--- config.mk ---
export PLATFORM = sky130hd
export DESIGN_NAME = pulse_generator
export DESIGN_NICKNAME = d
export VERILOG_FILES = /design/src/rtl/edge_pkg.sv /design/src/rtl/load_down_counter.sv /design/src/rtl/pulse_generator.sv
export SDC_FILE = /design/constraint.sdc
export NUM_CORES = 1
export LEC_CHECK = 0
export BUFFER_PORTS_ARGS = -buffer_cell sky130_fd_sc_hd__buf_4
export CORE_AREA = 4 4 55 95
export CTS_CLUSTER_SIZE = 16
export DETAILED_ROUTE_END_ITERATION = 10
export DIE_AREA = 0 0 59 99
export GPL_TIMING_DRIVEN = 0
export HOLD_SLACK_MARGIN = 0.02
export PLACE_DENSITY = 0.75
export SLEW_MARGIN = 20
export SYNTH_ARGS = -nofsm -noshare
export SYNTH_HDL_FRONTEND = slang
export SYNTH_HIERARCHICAL = 1
export SYNTH_SLANG_ARGS = --single-unit
--- constraint.sdc ---
create_clock -name clk -period 3.9 [get_ports clk]
set_input_delay 0.39 -clock clk [delete_from_list [all_inputs] [get_ports clk]]
set_output_delay 0.39 -clock clk [all_outputs]
set_load 0.02 [all_outputs]
--- src/rtl/edge_pkg.sv ---
// Shared types and default widths for the pulse/edge generation blocks.
package edge_pkg;

  typedef enum logic [1:0] {
    IDLE = 2'd0,
    HIGH = 2'd1,
    LOW  = 2'd2
  } gen_state_e;

  localparam int unsigned PG_CNT_W = 8;
  localparam int unsigned PG_REP_W = 8;

endpackage

--- src/rtl/load_down_counter.sv ---
// Loadable unsigned down-counter with zero and one flags; saturates at zero.
module load_down_counter #(
  parameter int unsigned W = 8
) (
  input  logic         clk,
  input  logic         reset,
  input  logic         load_i,
  input  logic [W-1:0] value_i,
  input  logic         dec_i,
  output logic         zero_o,
  output logic         one_o
);

  logic [W-1:0] count_q;
  logic [W-1:0] count_d;

  // Load wins over decrement.
  always_comb begin
    count_d = count_q;
    if (load_i) begin
      count_d = value_i;
    end else if (dec_i && (count_q != '0)) begin
      count_d = count_q - W'(1);
    end
  end

  always_ff @(posedge clk or posedge reset) begin
    if (reset) begin
      count_q <= '0;
    end else begin
      count_q <= count_d;
    end
  end

  assign zero_o = (count_q == '0);
  assign one_o  = (count_q == W'(1));

endmodule

--- src/rtl/pulse_generator.sv ---
// Programmable pulse-train generator with registered waveform and edge strobes.
module pulse_generator
  import edge_pkg::*;
#(
  parameter int unsigned CNT_W = PG_CNT_W,
  parameter int unsigned REP_W = PG_REP_W
) (
  input  logic             clk,
  input  logic             reset,
  input  logic             req_valid_i,
  output logic             req_ready_o,
  input  logic [CNT_W-1:0] high_cycles_i,
  input  logic [CNT_W-1:0] low_cycles_i,
  input  logic [REP_W-1:0] repeat_i,
  input  logic             abort_i,
  output logic             wave_o,
  output logic             rise_o,
  output logic             fall_o,
  output logic             busy_o,
  output logic             done_o
);

  gen_state_e       state_q, state_d;
  logic [CNT_W-1:0] high_q, high_d;
  logic [CNT_W-1:0] low_q, low_d;
  logic             wave_q, wave_d;
  logic             rise_q, rise_d;
  logic             fall_q, fall_d;
  logic             done_q, done_d;

  logic [CNT_W-1:0] high_eff, low_eff;
  logic             dur_load, dur_dec, dur_one, dur_zero;
  logic [CNT_W-1:0] dur_val;
  logic             rep_load, rep_dec, rep_zero, rep_one;

  // Zero durations behave as one cycle.
  assign high_eff = (high_cycles_i == '0) ? CNT_W'(1) : high_cycles_i;
  assign low_eff  = (low_cycles_i == '0) ? CNT_W'(1) : low_cycles_i;

  load_down_counter #(.W(CNT_W)) u_dur_cnt (
    .clk     (clk),
    .reset   (reset),
    .load_i  (dur_load),
    .value_i (dur_val),
    .dec_i   (dur_dec),
    .zero_o  (dur_zero),
    .one_o   (dur_one)
  );

  // A pulse count loaded as zero never decrements, so zero marks a continuous train.
  load_down_counter #(.W(REP_W)) u_rep_cnt (
    .clk     (clk),
    .reset   (reset),
    .load_i  (rep_load),
    .value_i (repeat_i),
    .dec_i   (rep_dec),
    .zero_o  (rep_zero),
    .one_o   (rep_one)
  );

  always_ff @(posedge clk or posedge reset) begin
    if (reset) begin
      state_q <= IDLE;
    end else begin
      state_q <= state_d;
    end
  end

  always_comb begin
    state_d = state_q;
    case (state_q)
      IDLE: if (req_valid_i) state_d = HIGH;
      HIGH: begin
        if (abort_i)      state_d = IDLE;
        else if (dur_one) state_d = LOW;
      end
      LOW: begin
        if (abort_i) begin
          state_d = IDLE;
        end else if (dur_one) begin
          state_d = (rep_zero || !rep_one) ? HIGH : IDLE;
        end
      end
      default: state_d = IDLE;
    endcase
  end

  // Counter control, request capture and next registered outputs.
  always_comb begin
    dur_load = 1'b0;
    dur_dec  = 1'b0;
    dur_val  = high_q;
    rep_load = 1'b0;
    rep_dec  = 1'b0;
    high_d   = high_q;
    low_d    = low_q;
    case (state_q)
      IDLE: begin
        if (req_valid_i) begin
          dur_load = 1'b1;
          dur_val  = high_eff;
          rep_load = 1'b1;
          high_d   = high_eff;
          low_d    = low_eff;
        end
      end
      HIGH: begin
        if (!abort_i) begin
          if (dur_one) begin
            dur_load = 1'b1;
            dur_val  = low_q;
          end else begin
            dur_dec = 1'b1;
          end
        end
      end
      LOW: begin
        if (!abort_i) begin
          if (dur_one) begin
            rep_dec = 1'b1;
            if (state_d == HIGH) begin
              dur_load = 1'b1;
              dur_val  = high_q;
            end
          end else begin
            dur_dec = 1'b1;
          end
        end
      end
      default: ;
    endcase
    wave_d = (state_d == HIGH);
    rise_d = (state_d == HIGH) && (state_q != HIGH);
    fall_d = (state_q == HIGH) && (state_d != HIGH);
    done_d = (state_q != IDLE) && (state_d == IDLE);
  end

  always_ff @(posedge clk or posedge reset) begin
    if (reset) begin
      high_q <= '0;
      low_q  <= '0;
      wave_q <= 1'b0;
      rise_q <= 1'b0;
      fall_q <= 1'b0;
      done_q <= 1'b0;
    end else begin
      high_q <= high_d;
      low_q  <= low_d;
      wave_q <= wave_d;
      rise_q <= rise_d;
      fall_q <= fall_d;
      done_q <= done_d;
    end
  end

  assign req_ready_o = (state_q == IDLE);
  assign busy_o      = (state_q != IDLE);
  assign wave_o      = wave_q;
  assign rise_o      = rise_q;
  assign fall_o      = fall_q;
  assign done_o      = done_q;

endmodule

==> results of run 1 <==
-- cell usage in the layout, fill, tap and decap left out, types with 3 or more instances in the layout --
cell type / count
sky130_fd_sc_hd__o2111ai_1: 4
sky130_fd_sc_hd__mux2_2: 6
sky130_fd_sc_hd__buf_6: 3
sky130_fd_sc_hd__o311ai_0: 4
sky130_fd_sc_hd__nand3_1: 4
sky130_fd_sc_hd__ha_1: 10
sky130_fd_sc_hd__a31oi_1: 6
sky130_fd_sc_hd__nor3_1: 5
sky130_fd_sc_hd__clkbuf_1: 6
sky130_fd_sc_hd__buf_4: 33
sky130_fd_sc_hd__nand3b_1: 3
sky130_fd_sc_hd__a21oi_1: 9
sky130_fd_sc_hd__o21ai_0: 10
sky130_fd_sc_hd__nor3b_1: 4
sky130_fd_sc_hd__or4_1: 5
sky130_fd_sc_hd__a222oi_1: 7
sky130_fd_sc_hd__nor4_1: 4
sky130_fd_sc_hd__nand2_1: 50
sky130_fd_sc_hd__inv_1: 22
sky130_fd_sc_hd__clkbuf_2: 3
sky130_fd_sc_hd__nor4b_1: 3
sky130_fd_sc_hd__and2_1: 3
sky130_fd_sc_hd__dfrtp_1: 38
sky130_fd_sc_hd__a21o_1: 4
sky130_fd_sc_hd__clkbuf_8: 6
sky130_fd_sc_hd__nor2_1: 16
-- area by class of cell --
type / instances / area [um^2]
Buffer: 11 / 67.6
Clock buffer: 7 / 86.3
Clock inverter: 1 / 5.00
Fill cell: 411 / 1610
Inverter: 25 / 98.8
Multi-Input combinational cell: 192 / 1280
Sequential cell: 38 / 951
Tap cell: 51 / 63.8
Timing Repair Buffer: 33 / 248
-- sequential cells by signal (all words and copies together), names as in the netlist --
register / cells
done_o: 1
fall_o: 1
state_q: 2
u_dur_cnt/count_q: 8
u_rep_cnt/count_q: 8
low_q: 8
rise_o: 1
high_q: 8
wave_o: 1
-- power by group --
group | switching [W] | total (W) | internal [W]
Combinational | 0.000522 | 0.000924 | 0.000403
Sequential | 0.000170 | 0.000754 | 0.000584
Clock | 0.000137 | 0.000279 | 0.000143
Total | 0.000829 | 0.00196 | 0.00113
-- timing repair --
item,CTS,global route
setup endpoints to repair,1,1
gates resized for setup,1,3
pin swaps,0,0
endpoints found under the hold margin,0,0
-- cell families after synthesis --
group | after synthesis | synth area share [%]
mux | 7 | 3.30
fa+ha+maj | 10 | 5.24
simple gates | 112 | 24.0
flops | 38 | 39.9
buf+inv | 36 | 6.92
compound gates | 63 | 20.7
-- layer usage --
metal / wire, um / global-route usage [%] / vias up
met5: 0 / 0 / -
met4: 161 / 10.5 / 0
met3: 231 / 2.75 / 14
met2: 3230 / 38.8 / 64
met1: 2210 / 24.4 / 1038
li1: - / - / 1051
-- worst max-delay path, cell delays in order (launching register included) --
cell,delay (ps)
sky130_fd_sc_hd__dfrtp_1,370
sky130_fd_sc_hd__buf_6,130
sky130_fd_sc_hd__or4_1,460
sky130_fd_sc_hd__clkbuf_2,170
sky130_fd_sc_hd__nor4b_2,430
sky130_fd_sc_hd__nor2b_4,230
sky130_fd_sc_hd__buf_6,150
sky130_fd_sc_hd__nand2_1,120
sky130_fd_sc_hd__inv_1,190
sky130_fd_sc_hd__or4b_1,550
sky130_fd_sc_hd__or4_1,540
sky130_fd_sc_hd__a31oi_1,190
-- stage by stage --
step | hold WS, ps | utilization [%] | TNS [ps] | cell area, um^2 | total power [W]
2_1_floorplan | 206 | - | 0 | 2390 | 0.00140
3_3_place_gp | 386 | 61.3 | 0 | 2700 | 0.00164
3_5_place_dp | 387 | 61.3 | -1.45 | 2700 | 0.00166
4_1_cts | 78.9 | 63.5 | 0 | 2800 | 0.00196
5_1_grt | 91.1 | 63.5 | 0 | 2800 | 0.00212
6_report | 67.6 | 63.5 | 0 | 2800 | 0.00196
-- worst paths after layout --
kind | to | cells past startpoint | slack (ps) | startpoint
worst min register to register | low_q[6] | 2 | 490 | low_q[6]
max in group asynchronous | high_q[1] | 2 | 3070 | reset
worst min-delay path | u_dur_cnt/count_q[2] | 2 | 70 | reset
min in group clk | low_q[1] | 3 | 300 | low_cycles_i[1]
worst max register to register | u_rep_cnt/count_q[7] | 11 | 300 | u_dur_cnt/count_q[3]
worst max-delay path | u_rep_cnt/count_q[7] | 11 | 300 | u_dur_cnt/count_q[3]
==> results.py, run 1 <==
metrics = {
    "outcome": {
        "run_status": "finished clean",
    },
    "hold_path": {
        "class_of_the_most_critical_hold_timing_path": "input pin to asynchronous set/reset pin",
    },
    "synthesis": {
        "yosys_warnings": 6,
        "yosys.area.top_type": "sky130_fd_sc_hd__dfrtp_1",
        "post-synth-top-count-cell": "sky130_fd_sc_hd__nand2_1",
        "dominantRegCellSynth": "sky130_fd_sc_hd__dfrtp_1",
        "yosys.area.top_type_share_pct": 39.9,
        "synth_async_sr_flop_share_pct": 100,
        "synthTopCellsByCount": "50 x sky130_fd_sc_hd__nand2_1, 38 x sky130_fd_sc_hd__dfrtp_1, 22 x sky130_fd_sc_hd__inv_1",
        "synth_enable_flop_cells": 0,
        "synth-seq-cells": 38,
        "ys_seq_area_share_pct": 39.9,
        "yosys-top-cells-area": "sky130_fd_sc_hd__dfrtp_1 40%, sky130_fd_sc_hd__nand2_1 7.9%, sky130_fd_sc_hd__ha_1 5.2%",
        "synth_cell_types": 48,
        "syn-cell-area_um2": 2390,
        "synth_fp_nets": 304,
        "synthesis.area_per_instance_um2": 8.97,
        "post_synth_inst_count": 266,
    },
    "floorplan": {
        "std_cell_rows": 32,
        "top_level_ports": 34,
        "coreArea_um2": 4400,
        "initial_core_utilization_pct": 54.2,
        "die_height_um": 99,
        "fp.dieW_um": 59,
        "floorplan.die_area_um2": 5840,
    },
    "place": {
        "placed_instances": 350,
        "place_hpwl_mm": 4.47,
        "place.gp.congestion": 0.865,
        "port_buffers": 33,
        "place_worst_setup_slack_ps": -1.45,
    },
    "worst_setup_path": {
        "timing.critical_path.required_ps": 4110,
        "critical_path_peak_fanout": 9,
        "timing.critical_path.to_type": "register",
        "setup.worst_path.start_class": "register",
        "critPathKind": "register to register",
        "arrival_ps": 3810,
    },
    "clock_tree": {
        "cts_buffers": 5,
        "cts.sink_count": 38,
        "insertion_delay_ps": 290,
        "postCtsHoldBufs": 0,
        "htree_levels": 2,
        "clock_root_cell": "sky130_fd_sc_hd__clkbuf_8",
        "clk_pin_slew_worst_paths_ps": 70,
        "buffer_depth_of_the_longest_clock_path": 2,
        "cts_tree": "built",
        "cts.repair_timing.setup_buffer_count": 0,
    },
    "grt": {
        "antenna_found_initial": 0,
        "track_usage_pct": 21.7,
        "maximum_number_of_pins_on_one_net_before_global_route_repair": 23,
        "grt_first_pass_wirelength_mm": 10.1,
        "grt_pass1_vias": 2268,
        "grt_overflow_total": 0,
    },
    "route": {
        "detail_route.wl_per_cell_um": 16.3,
        "ant_nets": 0,
        "via_count": 2167,
        "postRouteWirelength_mm": 5.83,
        "vias_per_cell": 6.05,
        "drcViolationCount": 0,
        "drt_iter0_drc": 99,
        "dr.pass1.iters": 5,
    },
    "sta": {
        "setup_slack_ps": 304,
        "rsz0062_at_grt": "no",
        "total_count_of_max_transition_violations_in_the_final_report": 0,
        "relSlewSlack_pct": 42.0,
        "fin_crit_ps": 3600,
        "period_share_pct": 92.2,
        "worst_slew_pin_slew_ps": 869,
        "achievable-frequency_ghz": 0.278,
        "finalSetupViolations": 0,
        "skew_ps": 7.04,
        "finalHoldViolCount": 0,
    },
    "cells_and_area": {
        "layout_stage_area_growth_over_the_synthesis_result_pct": 17.2,
        "num-nets-final": 344,
        "final_layout_size_suffix_gt1_share_pct": 21.2,
        "n_antenna_cell": 0,
        "stdcell_count": 358,
    },
    "power": {
        "p_leak_nw": 1.32,
        "vdd_drop_max_mv": 0.447,
        "power.density_cell_area_nw_per_um2": 700,
    },
    "job": {
        "max_cap_viol_count": 0,
    },
}
Note: power is estimated with default switching activity, not from simulation.
==> run 2: changes to the inputs <==
- ABC_AREA: unset -> 1
- CORE_AREA: 4 4 55 95 -> 4 4 57 98
- DIE_AREA: 0 0 59 99 -> 0 0 61 102
==> run 2 against run 1 <==
  * Final area grew 8.3%
  * Clock power increased by 24%
  * Synthesized area is 8.9% higher
  * Synthesized cell count up 33%
  * Clock skew is 1.2 ps lower
  * First-iteration DRC count is 7.1% higher
  * Sequential share of layout area decreased by 2.6 points
  * Sequential power shrank 1%
  * Critical endpoint is now u_dur_cnt/count_q[5]
  * Largest cell class unchanged
  * Largest power group unchanged
==> results.py, run 2 <==
metrics = {
    "outcome": {
        "run_status": "finished clean",
    },
    "job": {
        "max_cap_viol_count": 0,
    },
    "worst_setup_path": {
        "critical_path_peak_fanout": 10,
        "timing.critical_path.to_type": "register",
        "arrival_ps": 2690,
        "worstPathCellList": "nor2_4 -> nand2_2 -> inv_1 -> and3_2 -> nand2_4 -> nor2_4 -> o21ai_2 -> nand2_2 -> nand4_1 -> a21oi_1 -> bufinv_8 -> or2_1 -> nand3_2 -> nand2_1",
        "timing.critical_path.required_ps": 4100,
        "slowest_stage": "sky130_fd_sc_hd__dfrtp_1",
        "critical_path.max_stage_delay_ps": 450,
        "crit_buf_inv": 2,
        "path_delay_family": "simple AND/OR/NAND/NOR gates",
        "critPathKind": "register to register",
        "setup.worst_path.start_class": "register",
    },
    "sta": {
        "finalHoldViolCount": 0,
        "relSlewSlack_pct": 41.5,
        "period_share_pct": 63.9,
        "rsz0062_at_grt": "no",
        "worst_slew_pin_slew_ps": 876,
        "achievable-frequency_ghz": 0.401,
        "total_count_of_max_transition_violations_in_the_final_report": 0,
        "finalSetupViolations": 0,
        "skew_ps": 5.87,
        "fin_crit_ps": 2490,
        "totalNegativeSetupSlack_ps": 0,
    },
    "clock_tree": {
        "postCtsHoldBufs": 0,
        "htree_levels": 2,
        "clk_pin_slew_worst_paths_ps": 80,
        "cts_buffers": 5,
        "buffer_depth_of_the_longest_clock_path": 2,
        "postCtsResizedCells": 0,
        "cts_tree": "built",
        "cts.repair_timing.setup_buffer_count": 0,
        "cts.sink_count": 38,
        "clock_root_cell": "sky130_fd_sc_hd__clkbuf_8",
        "insertion_delay_ps": 300,
    },
    "route": {
        "vias_per_cell": 5.28,
        "drcViolationCount": 0,
        "detail_route.wl_per_cell_um": 13.5,
        "via_count": 2372,
        "ant_nets": 0,
        "drt_iter0_drc": 106,
        "dr.pass1.iters": 4,
        "postRouteWirelength_mm": 6.05,
    },
    "power": {
        "vdd_drop_max_mv": 0.460,
        "finalPower_w": 0.00230,
        "p_leak_nw": 1.60,
        "power.density_cell_area_nw_per_um2": 758,
    },
    "place": {
        "place.gp.congestion": 0.890,
        "port_buffers": 33,
        "place_hpwl_mm": 4.79,
        "placed_instances": 441,
    },
    "floorplan": {
        "fp.dieW_um": 61,
        "floorplan.die_area_um2": 6220,
        "std_cell_rows": 34,
        "initial_core_utilization_pct": 53.6,
        "die_height_um": 102,
        "top_level_ports": 34,
        "coreArea_um2": 4850,
    },
    "synthesis": {
        "synth_fp_nets": 392,
        "synthesis.area_per_instance_um2": 7.34,
        "synth_enable_flop_cells": 0,
        "syn-cell-area_um2": 2600,
        "post-synth-top-count-cell": "sky130_fd_sc_hd__nand2_1",
        "ys_seq_area_share_pct": 36.6,
        "yosys-top-cells-area": "sky130_fd_sc_hd__dfrtp_1 37%, sky130_fd_sc_hd__nand2_1 14%, sky130_fd_sc_hd__inv_1 7.2%",
        "synthTopCellsByCount": "98 x sky130_fd_sc_hd__nand2_1, 50 x sky130_fd_sc_hd__inv_1, 38 x sky130_fd_sc_hd__dfrtp_1",
        "yosys.area.top_type": "sky130_fd_sc_hd__dfrtp_1",
        "dominantRegCellSynth": "sky130_fd_sc_hd__dfrtp_1",
        "yosys_warnings": 6,
        "synth_cell_types": 28,
        "synth-seq-cells": 38,
        "yosys.area.top_type_share_pct": 36.6,
        "synth_async_sr_flop_share_pct": 100,
        "post_synth_inst_count": 354,
    },
    "cells_and_area": {
        "fillerInstances": 467,
        "layout_stage_area_growth_over_the_synthesis_result_pct": 16.5,
        "final_layout_size_suffix_gt1_share_pct": 22.3,
        "n_antenna_cell": 0,
        "num-nets-final": 432,
        "final_common_cell": "sky130_fd_sc_hd__nand2_1",
        "stdcell_count": 449,
        "layout_common_cells": "98 x sky130_fd_sc_hd__nand2_1, 50 x sky130_fd_sc_hd__inv_1, 38 x sky130_fd_sc_hd__dfrtp_1, 33 x sky130_fd_sc_hd__buf_4, 27 x sky130_fd_sc_hd__nand3_1",
    },
    "hold_path": {
        "class_of_the_most_critical_hold_timing_path": "input pin to asynchronous set/reset pin",
    },
    "grt": {
        "grt_first_pass_wirelength_mm": 10.5,
        "antenna_found_initial": 0,
        "grt_overflow_total": 0,
        "grt_pass1_vias": 2415,
        "track_usage_pct": 22.0,
        "maximum_number_of_pins_on_one_net_before_global_route_repair": 23,
    },
}
-- run 2: power breakdown --
part	internal, W	switching [W]	total (W)
combinational	0.000455	0.000752	0.00121
sequential	0.000584	0.000160	0.000744
clock	0.000190	0.000155	0.000345
total	0.00123	0.00107	0.00230
-- run 2: worst paths after layout --
path | startpoint | to | slack (ps) | depth (start not counted)
max in group asynchronous | reset | wave_o | 3060 | 2
max reg2reg | u_dur_cnt/count_q[5] | u_dur_cnt/count_q[5] | 1410 | 14
max | u_dur_cnt/count_q[5] | u_dur_cnt/count_q[5] | 1410 | 14
min reg2reg | low_q[4] | low_q[4] | 480 | 2
min | reset | u_dur_cnt/count_q[7] | 60 | 2
min in group clk | low_cycles_i[2] | low_q[2] | 290 | 3
-- run 2: routing by layer --
metal	share of wire (%)	up-vias	wire length (um)	global-route usage (%)
met2	56	47	3380	39.5
met5	0	-	0	0
met3	2.8	18	171	2.53
met1	38	1090	2280	24.5
met4	3.7	0	225	11.0
li1	-	1217	-	-
-- run 2: area by class of cell --
class / instances / area (um^2) / share of cell area (%)
timing repair buffer: 33 / 248 / 8.18
clock inverter: 3 / 45.0 / 1.49
inverter: 57 / 241 / 7.98
buffer: 6 / 30.0 / 0.992
sequential: 38 / 951 / 31.4
tap: 54 / 67.6 / 2.23
multi-input combinational: 253 / 1380 / 45.5
clock buffer: 5 / 68.8 / 2.27
-- run 2: stage by stage --
stage                     setup WS (ps)  cell area [um^2]  utilization, %  hold slack, ps
after floorplan                    1690              2600               -             206
after global placement             1400              2910            60.1             386
after detailed placement           1430              2910            60.1             389
after CTS                          1400              3030            62.4            70.3
after global routing               1200              3030            62.4            79.6
final                              1410              3030            62.4            58.5
-- run 2: logic make-up after synthesis --
family,count (synthesis),synth area share [%]
adders and majority gates,10,4.81
AOI/OAI and AO/OA,55,13.5
buffers and inverters,63,10.4
and+or+nand+nor,188,34.6
DFF,38,36.6
==> run 3: changes to the inputs <==
- CORE_AREA: 4 4 57 98 -> 4 4 59 101
- DIE_AREA: 0 0 61 102 -> 0 0 63 105
- PLACE_DENSITY: 0.75 -> 0.74
- clock period: 3.9 -> 2.2 ns (I/O delays scaled with it)
==> run 3 against run 2 <==
  * The run now ends with setup timing left
  * Largest power group unchanged
  * Die area grew 6.3%
  * Sequential power grew 76%
  * Clock skew shrank 1.1 ps
  * First-iteration DRC count shrank 29%
  * Cell count grew 4.5%
  * Critical path type unchanged
==> results.py, run 3 (same netlist as run 2, synthesis figures left out) <==
metrics = {
    "job": {
        "max_cap_viol_count": 0,
    },
    "cells_and_area": {
        "n_antenna_cell": 0,
        "final_layout_size_suffix_gt1_share_pct": 28.3,
        "stdcell_count": 469,
        "layout_stage_area_growth_over_the_synthesis_result_pct": 24.1,
        "layout.core_utilization_pct": 61.9,
        "final_common_cell": "sky130_fd_sc_hd__nand2_1",
        "layout_common_cells": "98 x sky130_fd_sc_hd__nand2_1, 50 x sky130_fd_sc_hd__buf_4, 45 x sky130_fd_sc_hd__inv_1, 37 x sky130_fd_sc_hd__dfrtp_1, 27 x sky130_fd_sc_hd__nand3_1",
        "num-nets-final": 451,
        "fillerInstances": 484,
        "post-route-cell-area_um2": 3220,
    },
    "sta": {
        "setup_slack_ps": -78.1,
        "totalNegativeSetupSlack_ps": -169,
        "finalHoldViolCount": 0,
        "finalSetupViolations": 4,
        "skew_ps": 4.77,
        "achievable-frequency_ghz": 0.439,
        "period_share_pct": 104,
        "total_count_of_max_transition_violations_in_the_final_report": 0,
        "relSlewSlack_pct": 43.3,
        "worst_slew_pin_slew_ps": 849,
        "rsz0062_at_grt": "yes",
        "fin_crit_ps": 2280,
    },
    "route": {
        "ant_nets": 0,
        "via_count": 2428,
        "detail_route.wl_per_cell_um": 13.5,
        "postRouteWirelength_mm": 6.35,
        "drt_iter0_drc": 75,
        "dr.pass1.iters": 4,
        "drcViolationCount": 0,
        "vias_per_cell": 5.18,
    },
    "power": {
        "finalPower_w": 0.00424,
        "power.density_cell_area_nw_per_um2": 1310,
        "p_leak_nw": 1.68,
        "power.sequential.fraction_pct": 31.0,
        "vdd_drop_max_mv": 0.763,
        "internal_power_w": 0.00227,
        "netSwitchingFraction_pct": 46.4,
        "share_clk_of_total_power_pct": 11.7,
        "power.combinational.fraction_pct": 57.3,
        "p_switching_w": 0.00197,
    },
    "grt": {
        "grt_first_pass_wirelength_mm": 10.9,
        "grt_util_met1_pct": 22.0,
        "maximum_number_of_pins_on_one_net_before_global_route_repair": 23,
        "use_met3_pct": 2.90,
        "antenna_found_initial": 0,
        "grt_pass1_vias": 2410,
        "grt_use_met2_pct": 39.2,
        "grt_overflow_total": 0,
        "track_usage_pct": 20.6,
        "grt.busiest_layer": "met2",
    },
    "clock_tree": {
        "cts.sink_count": 38,
        "cts_tree": "built",
        "htree_levels": 2,
        "insertion_delay_ps": 290,
        "clk_pin_slew_worst_paths_ps": 70,
        "clock_root_cell": "sky130_fd_sc_hd__clkbuf_8",
        "buffer_depth_of_the_longest_clock_path": 2,
        "cts_buffers": 5,
    },
    "worst_setup_path": {
        "critPathKind": "register to register",
        "critical_path_peak_fanout": 8,
        "worstPathCellList": "nor2_4 -> nand2_4 -> inv_2 -> and3_4 -> nand2_8 -> buf_4 -> o21ai_0 -> inv_1 -> a21oi_4 -> buf_12 -> inv_8 -> or2_1 -> nand3_2 -> nand2_1",
        "r2r_setup_slack_ps": -80,
        "timing.critical_path.to_type": "register",
        "timing.critical_path.required_ps": 2380,
        "critical_path.max_stage_delay_ps": 410,
        "slowest_stage": "sky130_fd_sc_hd__dfrtp_1",
        "regToRegStartpoint": "u_dur_cnt/count_q[6]",
        "setup.worst_path.start_class": "register",
        "rr_worst_depth": 14,
        "startpoint": "u_dur_cnt/count_q[6]",
        "timing.critical_path.to": "u_dur_cnt/count_q[5]",
        "arrival_ps": 2460,
        "reg2reg_to": "u_dur_cnt/count_q[5]",
    },
    "floorplan": {
        "top_level_ports": 34,
        "std_cell_rows": 35,
        "coreArea_um2": 5210,
        "fp.dieW_um": 63,
        "initial_core_utilization_pct": 49.9,
        "die_height_um": 105,
        "floorplan.die_area_um2": 6620,
    },
    "hold_path": {
        "class_of_the_most_critical_hold_timing_path": "input pin to register",
    },
    "place": {
        "place_hpwl_mm": 4.74,
        "port_buffers": 33,
        "place.gp.congestion": 0.897,
        "detailed_place.area_um2": 2920,
        "placed_instances": 442,
    },
    "outcome": {
        "run_status": "complete, but fails checks",
        "violations": "setup timing",
    },
}
run 3: cell type report:
cell class	count	area [um^2]	share of cell area [%]
multi-input combinational	253	1440	44.7
sequential	38	952	29.5
timing repair buffer	51	398	12.3
inverter	57	235	7.30
clock buffer	7	86.3	2.68
tap	55	68.8	2.13
buffer	6	32.5	1.01
timing repair inverter	1	6.26	0.194
clock inverter	1	5.00	0.155
run 3: routing by layer:
metal	share of wire, %	up-vias
met3	2.9	13
li1	-	1248
met5	0	-
met2	56	49
met4	2.8	0
met1	38	1118
run 3: power groups by stage:
stage / registers (W) / clock network (W) / logic (W)
finish: 0.00131 / 0.000498 / 0.00243
global route: 0.00135 / 0.000535 / 0.00273
CTS: 0.00130 / 0.000512 / 0.00237
detailed placement: 0.00132 / 0 / 0.00214
global placement: 0.00131 / 0 / 0.00208
floorplan: 0.00129 / 0 / 0.00163
run 3: stage by stage:
step           hold WS (ps)  setup slack [ps]
2_1_floorplan          35.7              16.6
3_3_place_gp            224              -266
3_5_place_dp            219              -302
4_1_cts                 123             -57.0
5_1_grt                 133              -170
6_report                128             -78.1
run 3: worst min-delay path by stage:
| stage | from | to | slack, ps | depth (start not counted) |
|---|---|---|---|---|
| 2_1_floorplan | reset | u_dur_cnt/count_q[0] | 40 | 1 |
| 4_1_cts | low_cycles_i[1] | low_q[1] | 120 | 3 |
| 3_3_place_gp | reset | u_rep_cnt/count_q[6] | 220 | 2 |
| 3_5_place_dp | reset | u_rep_cnt/count_q[6] | 220 | 2 |
| 6_report | low_cycles_i[1] | low_q[1] | 130 | 3 |
| 5_1_grt | low_cycles_i[1] | low_q[1] | 130 | 3 |
run 3: worst max-delay path: cells and delay by family (launching register included):
kind | cells | cell delay, ps
AND/OR/NAND/NOR | 7 | 840
buffers and inverters | 5 | 510
flip-flops | 1 | 410
AO/OA/AOI/OAI | 2 | 390
run 3: repair_timing:
item	CTS	global route
hold buffers	1	0
endpoints found under the hold margin	16	0
buffers inserted	15	2
cloned	1	0
gates resized for setup	13	6
pin swaps	8	12
setup endpoints to repair	8	8
